File: config.mk
export PLATFORM = sky130hd
export DESIGN_NAME = control_unit
export DESIGN_NICKNAME = d
export VERILOG_FILES = /design/src/rtl/control_unit.sv
export SDC_FILE = /design/constraint.sdc
export NUM_CORES = 1
export LEC_CHECK = 0
export ABC_CLOCK_PERIOD_IN_PS = 1700
export CAP_MARGIN = 5
export CORE_MARGIN = 2
export CORE_UTILIZATION = 36
export DETAILED_ROUTE_END_ITERATION = 10
export GPL_ROUTABILITY_DRIVEN = 0
export PLACE_DENSITY_LB_ADDON = 0.2
export SLEW_MARGIN = 10
export SYNTH_ARGS = -nofsm -noshare
export SYNTH_HDL_FRONTEND = slang
export SYNTH_SLANG_ARGS = --single-unit
File: constraint.sdc
create_clock -name clk -period 1.7 [get_ports clk]
set_clock_uncertainty 0.05 [all_clocks]
set_input_delay 0.34 -clock clk [delete_from_list [all_inputs] [get_ports clk]]
set_output_delay 0.34 -clock clk [all_outputs]
set_load 0.02 [all_outputs]
File: src/rtl/control_unit.sv
// Multicycle RV64 control FSM: steps each instruction through fetch, decode,
// execute, memory and writeback, decoding every datapath flag from state + IR.
module control_unit #(
  parameter logic [3:0] ALU_ADD = 4'd1,
  parameter logic [3:0] ALU_SUB = 4'd2,
  parameter logic [3:0] ALU_AND = 4'd3
) (
  input  logic        clk,
  input  logic        reset,
  input  logic [31:0] instruction,
  input  logic        alu_zero,
  input  logic        alu_equal,
  input  logic        alu_greater,
  input  logic        alu_less,
  output logic        PCWrite,
  output logic        PCWriteCond,
  output logic        PCWriteState,
  output logic        PCSource,
  output logic [1:0]  ALUSrcA,
  output logic [1:0]  ALUSrcB,
  output logic [3:0]  ALUOp,
  output logic        LoadAOut,
  output logic        RegWrite,
  output logic        LoadRegA,
  output logic        LoadRegB,
  output logic [1:0]  MemToReg,
  output logic        DMemOp,
  output logic        LoadMDR,
  output logic [1:0]  LoadSplice,
  output logic [1:0]  StoreSplice,
  output logic        IMemRead,
  output logic        IRWrite,
  output logic        illegal,
  output logic [4:0]  state_out
);

  // state    | meaning
  // FETCH    | present PC to instruction memory
  // IR_LOAD  | capture IR
  // DECODE   | read rs1/rs2, ALUOut=PC+imm, dispatch on opcode
  // *_EXEC   | ALU op into ALUOut (R, I, LUI)
  // ALU_WB   | write ALUOut to rd, PC+4
  // MEM_ADDR | effective address into ALUOut
  // LD_WAIT  | data memory read latency
  // LD_MDR   | capture MDR
  // LD_WB    | spliced MDR to rd, PC+4
  // ST_MEM   | data memory write, PC+4
  // BRANCH   | compare rs1/rs2, conditional PC<=target
  // PC_INC   | not-taken branch PC+4
  // JAL      | PC<=target, ALUOut=old PC+4
  // JAL_WB   | link register write
  // TRAP     | unsupported encoding, held until reset
  typedef enum logic [4:0] {
    FETCH, IR_LOAD, DECODE, R_EXEC, I_EXEC, LUI_EXEC, ALU_WB, MEM_ADDR,
    LD_WAIT, LD_MDR, LD_WB, ST_MEM, BRANCH, PC_INC, JAL, JAL_WB, TRAP
  } state_t;

  localparam logic [6:0] OP_R      = 7'b0110011;
  localparam logic [6:0] OP_I      = 7'b0010011;
  localparam logic [6:0] OP_LUI    = 7'b0110111;
  localparam logic [6:0] OP_LOAD   = 7'b0000011;
  localparam logic [6:0] OP_STORE  = 7'b0100011;
  localparam logic [6:0] OP_BRANCH = 7'b1100011;
  localparam logic [6:0] OP_JAL    = 7'b1101111;

  state_t state, next_state;

  logic [6:0] opcode;
  logic [2:0] funct3;
  logic [6:0] funct7;
  logic       r_ok, i_ok, ld_ok, st_ok, br_ok;
  logic       taken;
  logic       pc_plus4;
  logic       unused_bits;

  assign opcode = instruction[6:0];
  assign funct3 = instruction[14:12];
  assign funct7 = instruction[31:25];
  assign unused_bits = ^{alu_zero, alu_greater, instruction[24:15], instruction[11:7]};

  assign r_ok  = ((funct3 == 3'b000) && (funct7 == 7'b0000000 || funct7 == 7'b0100000)) ||
                 ((funct3 == 3'b111) && (funct7 == 7'b0000000));
  assign i_ok  = (funct3 == 3'b000);
  assign ld_ok = funct3 inside {3'b011, 3'b010, 3'b001, 3'b100};
  assign st_ok = funct3 inside {3'b011, 3'b010, 3'b001, 3'b000};
  assign br_ok = funct3 inside {3'b000, 3'b001, 3'b100, 3'b101};

  always_comb begin
    case (funct3)
      3'b000:  taken = alu_equal;
      3'b001:  taken = !alu_equal;
      3'b100:  taken = alu_less;
      3'b101:  taken = !alu_less;
      default: taken = 1'b0;
    endcase
  end

  always_ff @(posedge clk) begin
    if (!reset) state <= FETCH;
    else        state <= next_state;
  end

  always_comb begin
    next_state  = state;
    pc_plus4    = 1'b0;
    PCWrite     = 1'b0;
    PCWriteCond = 1'b0;
    PCSource    = 1'b0;
    ALUSrcA     = 2'd0;
    ALUSrcB     = 2'd0;
    ALUOp       = 4'd0;
    LoadAOut    = 1'b0;
    RegWrite    = 1'b0;
    LoadRegA    = 1'b0;
    LoadRegB    = 1'b0;
    MemToReg    = 2'd0;
    DMemOp      = 1'b0;
    LoadMDR     = 1'b0;
    LoadSplice  = 2'd0;
    StoreSplice = 2'd0;
    IMemRead    = 1'b0;
    IRWrite     = 1'b0;
    illegal     = 1'b0;
    if (reset) begin
      case (state)
        FETCH: begin
          IMemRead   = 1'b1;
          next_state = IR_LOAD;
        end
        IR_LOAD: begin
          IMemRead   = 1'b1;
          IRWrite    = 1'b1;
          next_state = DECODE;
        end
        DECODE: begin
          LoadRegA = 1'b1;
          LoadRegB = 1'b1;
          ALUSrcB  = 2'd2;
          ALUOp    = ALU_ADD;
          LoadAOut = 1'b1;
          case (opcode)
            OP_R:      next_state = r_ok  ? R_EXEC   : TRAP;
            OP_I:      next_state = i_ok  ? I_EXEC   : TRAP;
            OP_LUI:    next_state = LUI_EXEC;
            OP_LOAD:   next_state = ld_ok ? MEM_ADDR : TRAP;
            OP_STORE:  next_state = st_ok ? MEM_ADDR : TRAP;
            OP_BRANCH: next_state = br_ok ? BRANCH   : TRAP;
            OP_JAL:    next_state = JAL;
            default:   next_state = TRAP;
          endcase
        end
        R_EXEC: begin
          ALUSrcA  = 2'd1;
          LoadAOut = 1'b1;
          if (funct7 == 7'b0100000)  ALUOp = ALU_SUB;
          else if (funct3 == 3'b111) ALUOp = ALU_AND;
          else                       ALUOp = ALU_ADD;
          next_state = ALU_WB;
        end
        I_EXEC, LUI_EXEC, MEM_ADDR: begin
          ALUSrcA  = (state == LUI_EXEC) ? 2'd2 : 2'd1;
          ALUSrcB  = 2'd2;
          ALUOp    = ALU_ADD;
          LoadAOut = 1'b1;
          if (state != MEM_ADDR)   next_state = ALU_WB;
          else if (opcode[5])      next_state = ST_MEM;
          else                     next_state = LD_WAIT;
        end
        ALU_WB: begin
          RegWrite   = 1'b1;
          pc_plus4   = 1'b1;
          next_state = FETCH;
        end
        LD_WAIT: next_state = LD_MDR;
        LD_MDR: begin
          LoadMDR    = 1'b1;
          next_state = LD_WB;
        end
        // ld/lw/lh/lbu and sd/sw/sh/sb both map to the inverted low funct3 bits
        LD_WB: begin
          RegWrite   = 1'b1;
          MemToReg   = 2'd1;
          LoadSplice = ~funct3[1:0];
          pc_plus4   = 1'b1;
          next_state = FETCH;
        end
        ST_MEM: begin
          DMemOp      = 1'b1;
          StoreSplice = ~funct3[1:0];
          pc_plus4    = 1'b1;
          next_state  = FETCH;
        end
        BRANCH: begin
          ALUSrcA     = 2'd1;
          ALUOp       = ALU_SUB;
          PCWriteCond = 1'b1;
          PCSource    = 1'b1;
          next_state  = taken ? FETCH : PC_INC;
        end
        PC_INC: begin
          pc_plus4   = 1'b1;
          next_state = FETCH;
        end
        JAL: begin
          PCWrite    = 1'b1;
          PCSource   = 1'b1;
          ALUSrcB    = 2'd1;
          ALUOp      = ALU_ADD;
          LoadAOut   = 1'b1;
          next_state = JAL_WB;
        end
        JAL_WB: begin
          RegWrite   = 1'b1;
          next_state = FETCH;
        end
        TRAP:    illegal = 1'b1;
        default: next_state = TRAP;
      endcase
      if (pc_plus4) begin
        ALUSrcA  = 2'd0;
        ALUSrcB  = 2'd1;
        ALUOp    = ALU_ADD;
        PCWrite  = 1'b1;
        PCSource = 1'b0;
      end
    end
  end

  assign PCWriteState = PCWrite | (PCWriteCond & taken);
  assign state_out    = reset ? state : 5'd0;

endmodule

==> metrics <==
status=finished with violations; violated checks=setup timing; Final Setup Violations=30; Critical Path Source Type=flip-flop; Static Leak=1.059 nW; critical path data required time=1.31 ns; cts-stage hold buffer count=0; CTS Root Cell=clkbuf_4; Final Slew Violations=0; fin nets=305; Buffers on Ports=49; ys flop type=dfxtp_1; starting density of the core=37.67%; DR iter-0 viols=193; Biggest register=state; commonest non-fill, non-tap cell in the layout=buf_4; Max VDD drop=0.0008238 V; Final Hold Viols=0; RSZ-0062 raised after global routing=yes; first-pass GRT wire length=7886 microns; Async SR Flop Fraction=0%; Synth area leaders=dfxtp_1, nor2_1, nand2b_1; Synth warnings=0; die area=3304 sq um; initial antenna violation count=0; Clock Sink Count=5; critical-path cell list=buf_4 -> a31oi_4 -> a311oi_4 -> a21o_1 -> buf_6; remaining antenna violation count=0; share of cells above drive strength 1=62.41%; vias in the first global route=1719; vias=1906; Regs by FF count=state x5; highest clock rate=520.4 MHz; critical path's slowest cell=dfxtp_4; clk_lat worst skew=0.26 ns; most frequent cells in the layout=buf_4, buf_6, nand2_1, nor2_4, nor2_1; cell taking the most area after synthesis=dfxtp_1; post-route setup slack=-0.2218 ns; Synth top area share=9.721%; Die Ht=57.48 microns; register area share after synthesis=9.721%; syn_area_per_cell=6.396 sq um; number of inserted diodes=0; maxcap violations=0; core box area=2734 sq um; DR pass1 iterations=5; Num CTS Buffers=3; post-synth cell types=51; Total GRT Usage=30.55%; H-tree Lvls=1; CP max stage delay=0.40 ns; pre-CTS setup slack=-0.8752 ns; Clk pin slew, worst setup/hold paths=0.05 ns; crit-path max FO=6; IO Pins=70; EDFF count, synth=0; final hold slack=0.6406 ns; Period Utilization, post-route=113.0%; Die Width=57.48 microns; vias per cell=6.418; synthesized instance count=161; DRC=0; WP data arrival=1.53 ns; total gr overflow=0; pin count of the biggest net entering global routing=21; max FFs per register=5; Pwr Density=680.8 nW/um^2; Seq cells post-synth=5; WL final=6802 microns; clock buffer depth=2; # rows=19; Post-DP Area=1897 sq um; Cells after DPL=272; Area growth, synth to finish=135.2%; Routed WL per cell=22.90 microns; fin cells=297; HP Class=in -> reg; CTS tree=built; Final Instance Area=2422 sq um; fin crit period=1.922 ns; post-layout util=88.60%; kind of end point of the critical path=output pin; Mapped Area=1030 sq um; dpl hpwl=3257 microns; Crit Path Class=reg -> out
==> worst max-delay path: cells and delay by family, from the launching register on <==
kind | cells | cell delay [ns]
AO/OA/AOI/OAI | 3 | 0.60
buffers and inverters | 2 | 0.28
flip-flops | 1 | 0.40
==> final timing paths <==
kind	slack, ns	startpoint	cells after the start	to
worst max-delay path	-0.22	state[2]	5	PCWriteState
worst min-delay path	0.64	instruction[3]	6	state[1]
worst max register to register	-0.08	state[2]	6	state[3]
worst min register to register	0.71	state[2]	3	state[3]
==> metrics by stage <==
stage | power, mW | TNS [ns]
6_report | 1.649 | -3.462
5_1_grt | 1.682 | -3.926
4_1_cts | 1.293 | -1.259
3_5_place_dp | 1.019 | -22.06
3_3_place_gp | 0.9935 | -20.67
2_1_floorplan | 0.6322 | -0.1347
==> cell usage after synthesis, types with 2 or more instances <==
library cell  number
nor3b_1            2
inv_1              6
clkbuf_1           4
buf_4              5
xnor2_1            2
dfxtp_1            5
o2111ai_1          2
nor2_1            21
buf_6              3
nand3_1            7
and2_1             7
a31oi_1            3
nand2_1           13
nand2b_1          11
nor2b_1            3
and4b_1            2
o211ai_1           2
mux2i_1            4
or2_0              2
or3_1              4
a21oi_1            9
buf_2              5
o21ai_0            5
nor4_1             4
nor3_1             4
==> cell type report <==
type                       instances  area [sq um]
multi-input combinational        134          1185
timing repair buffer             117          1033
fill                             110         311.5
sequential                         5         116.4
tap                               31         38.79
clock buffer                       4         26.28
inverter                           6         22.52
==> layer usage <==
layer / global-route usage, % / vias to the layer above / wire length, microns
met5: 0 / - / 0
met4: 13.95 / 0 / 421
met3: 3.401 / 42 / 614
met2: 56.66 / 180 / 3288
met1: 34.44 / 900 / 2478
li1: - / 784 / -
==> power breakdown <==
group / switching [mW] / internal (mW) / total, mW / leakage [nW]
sequential: 0.0546 / 0.149 / 0.204 / 0.0442
combinational: 0.652 / 0.643 / 1.29 / 1.00
clock: 0.0617 / 0.0896 / 0.151 / 0.0150
==> cell families (layout without fill, tap and decap cells) <==
logic type,Yosys count,count (layout),share of synthesized area (%)
buf+inv,24,127,13.36
compound gates,36,36,24.06
flops,5,5,9.721
mux,5,5,4.982
xor+xnor,2,2,1.701
simple gates,88,88,45.81
other cells,1,3,0.3642
==> repair_timing <==
| item | in CTS | in global routing |
|---|---|---|
| endpoints found under the setup margin | 34 | 32 |
| pin swaps | 25 | 16 |
| setup buffers | 15 | 6 |
| gates cloned | 0 | 1 |
| gates resized for setup | 206 | 62 |
No activity file was read; power rests on OpenSTA's default activity.
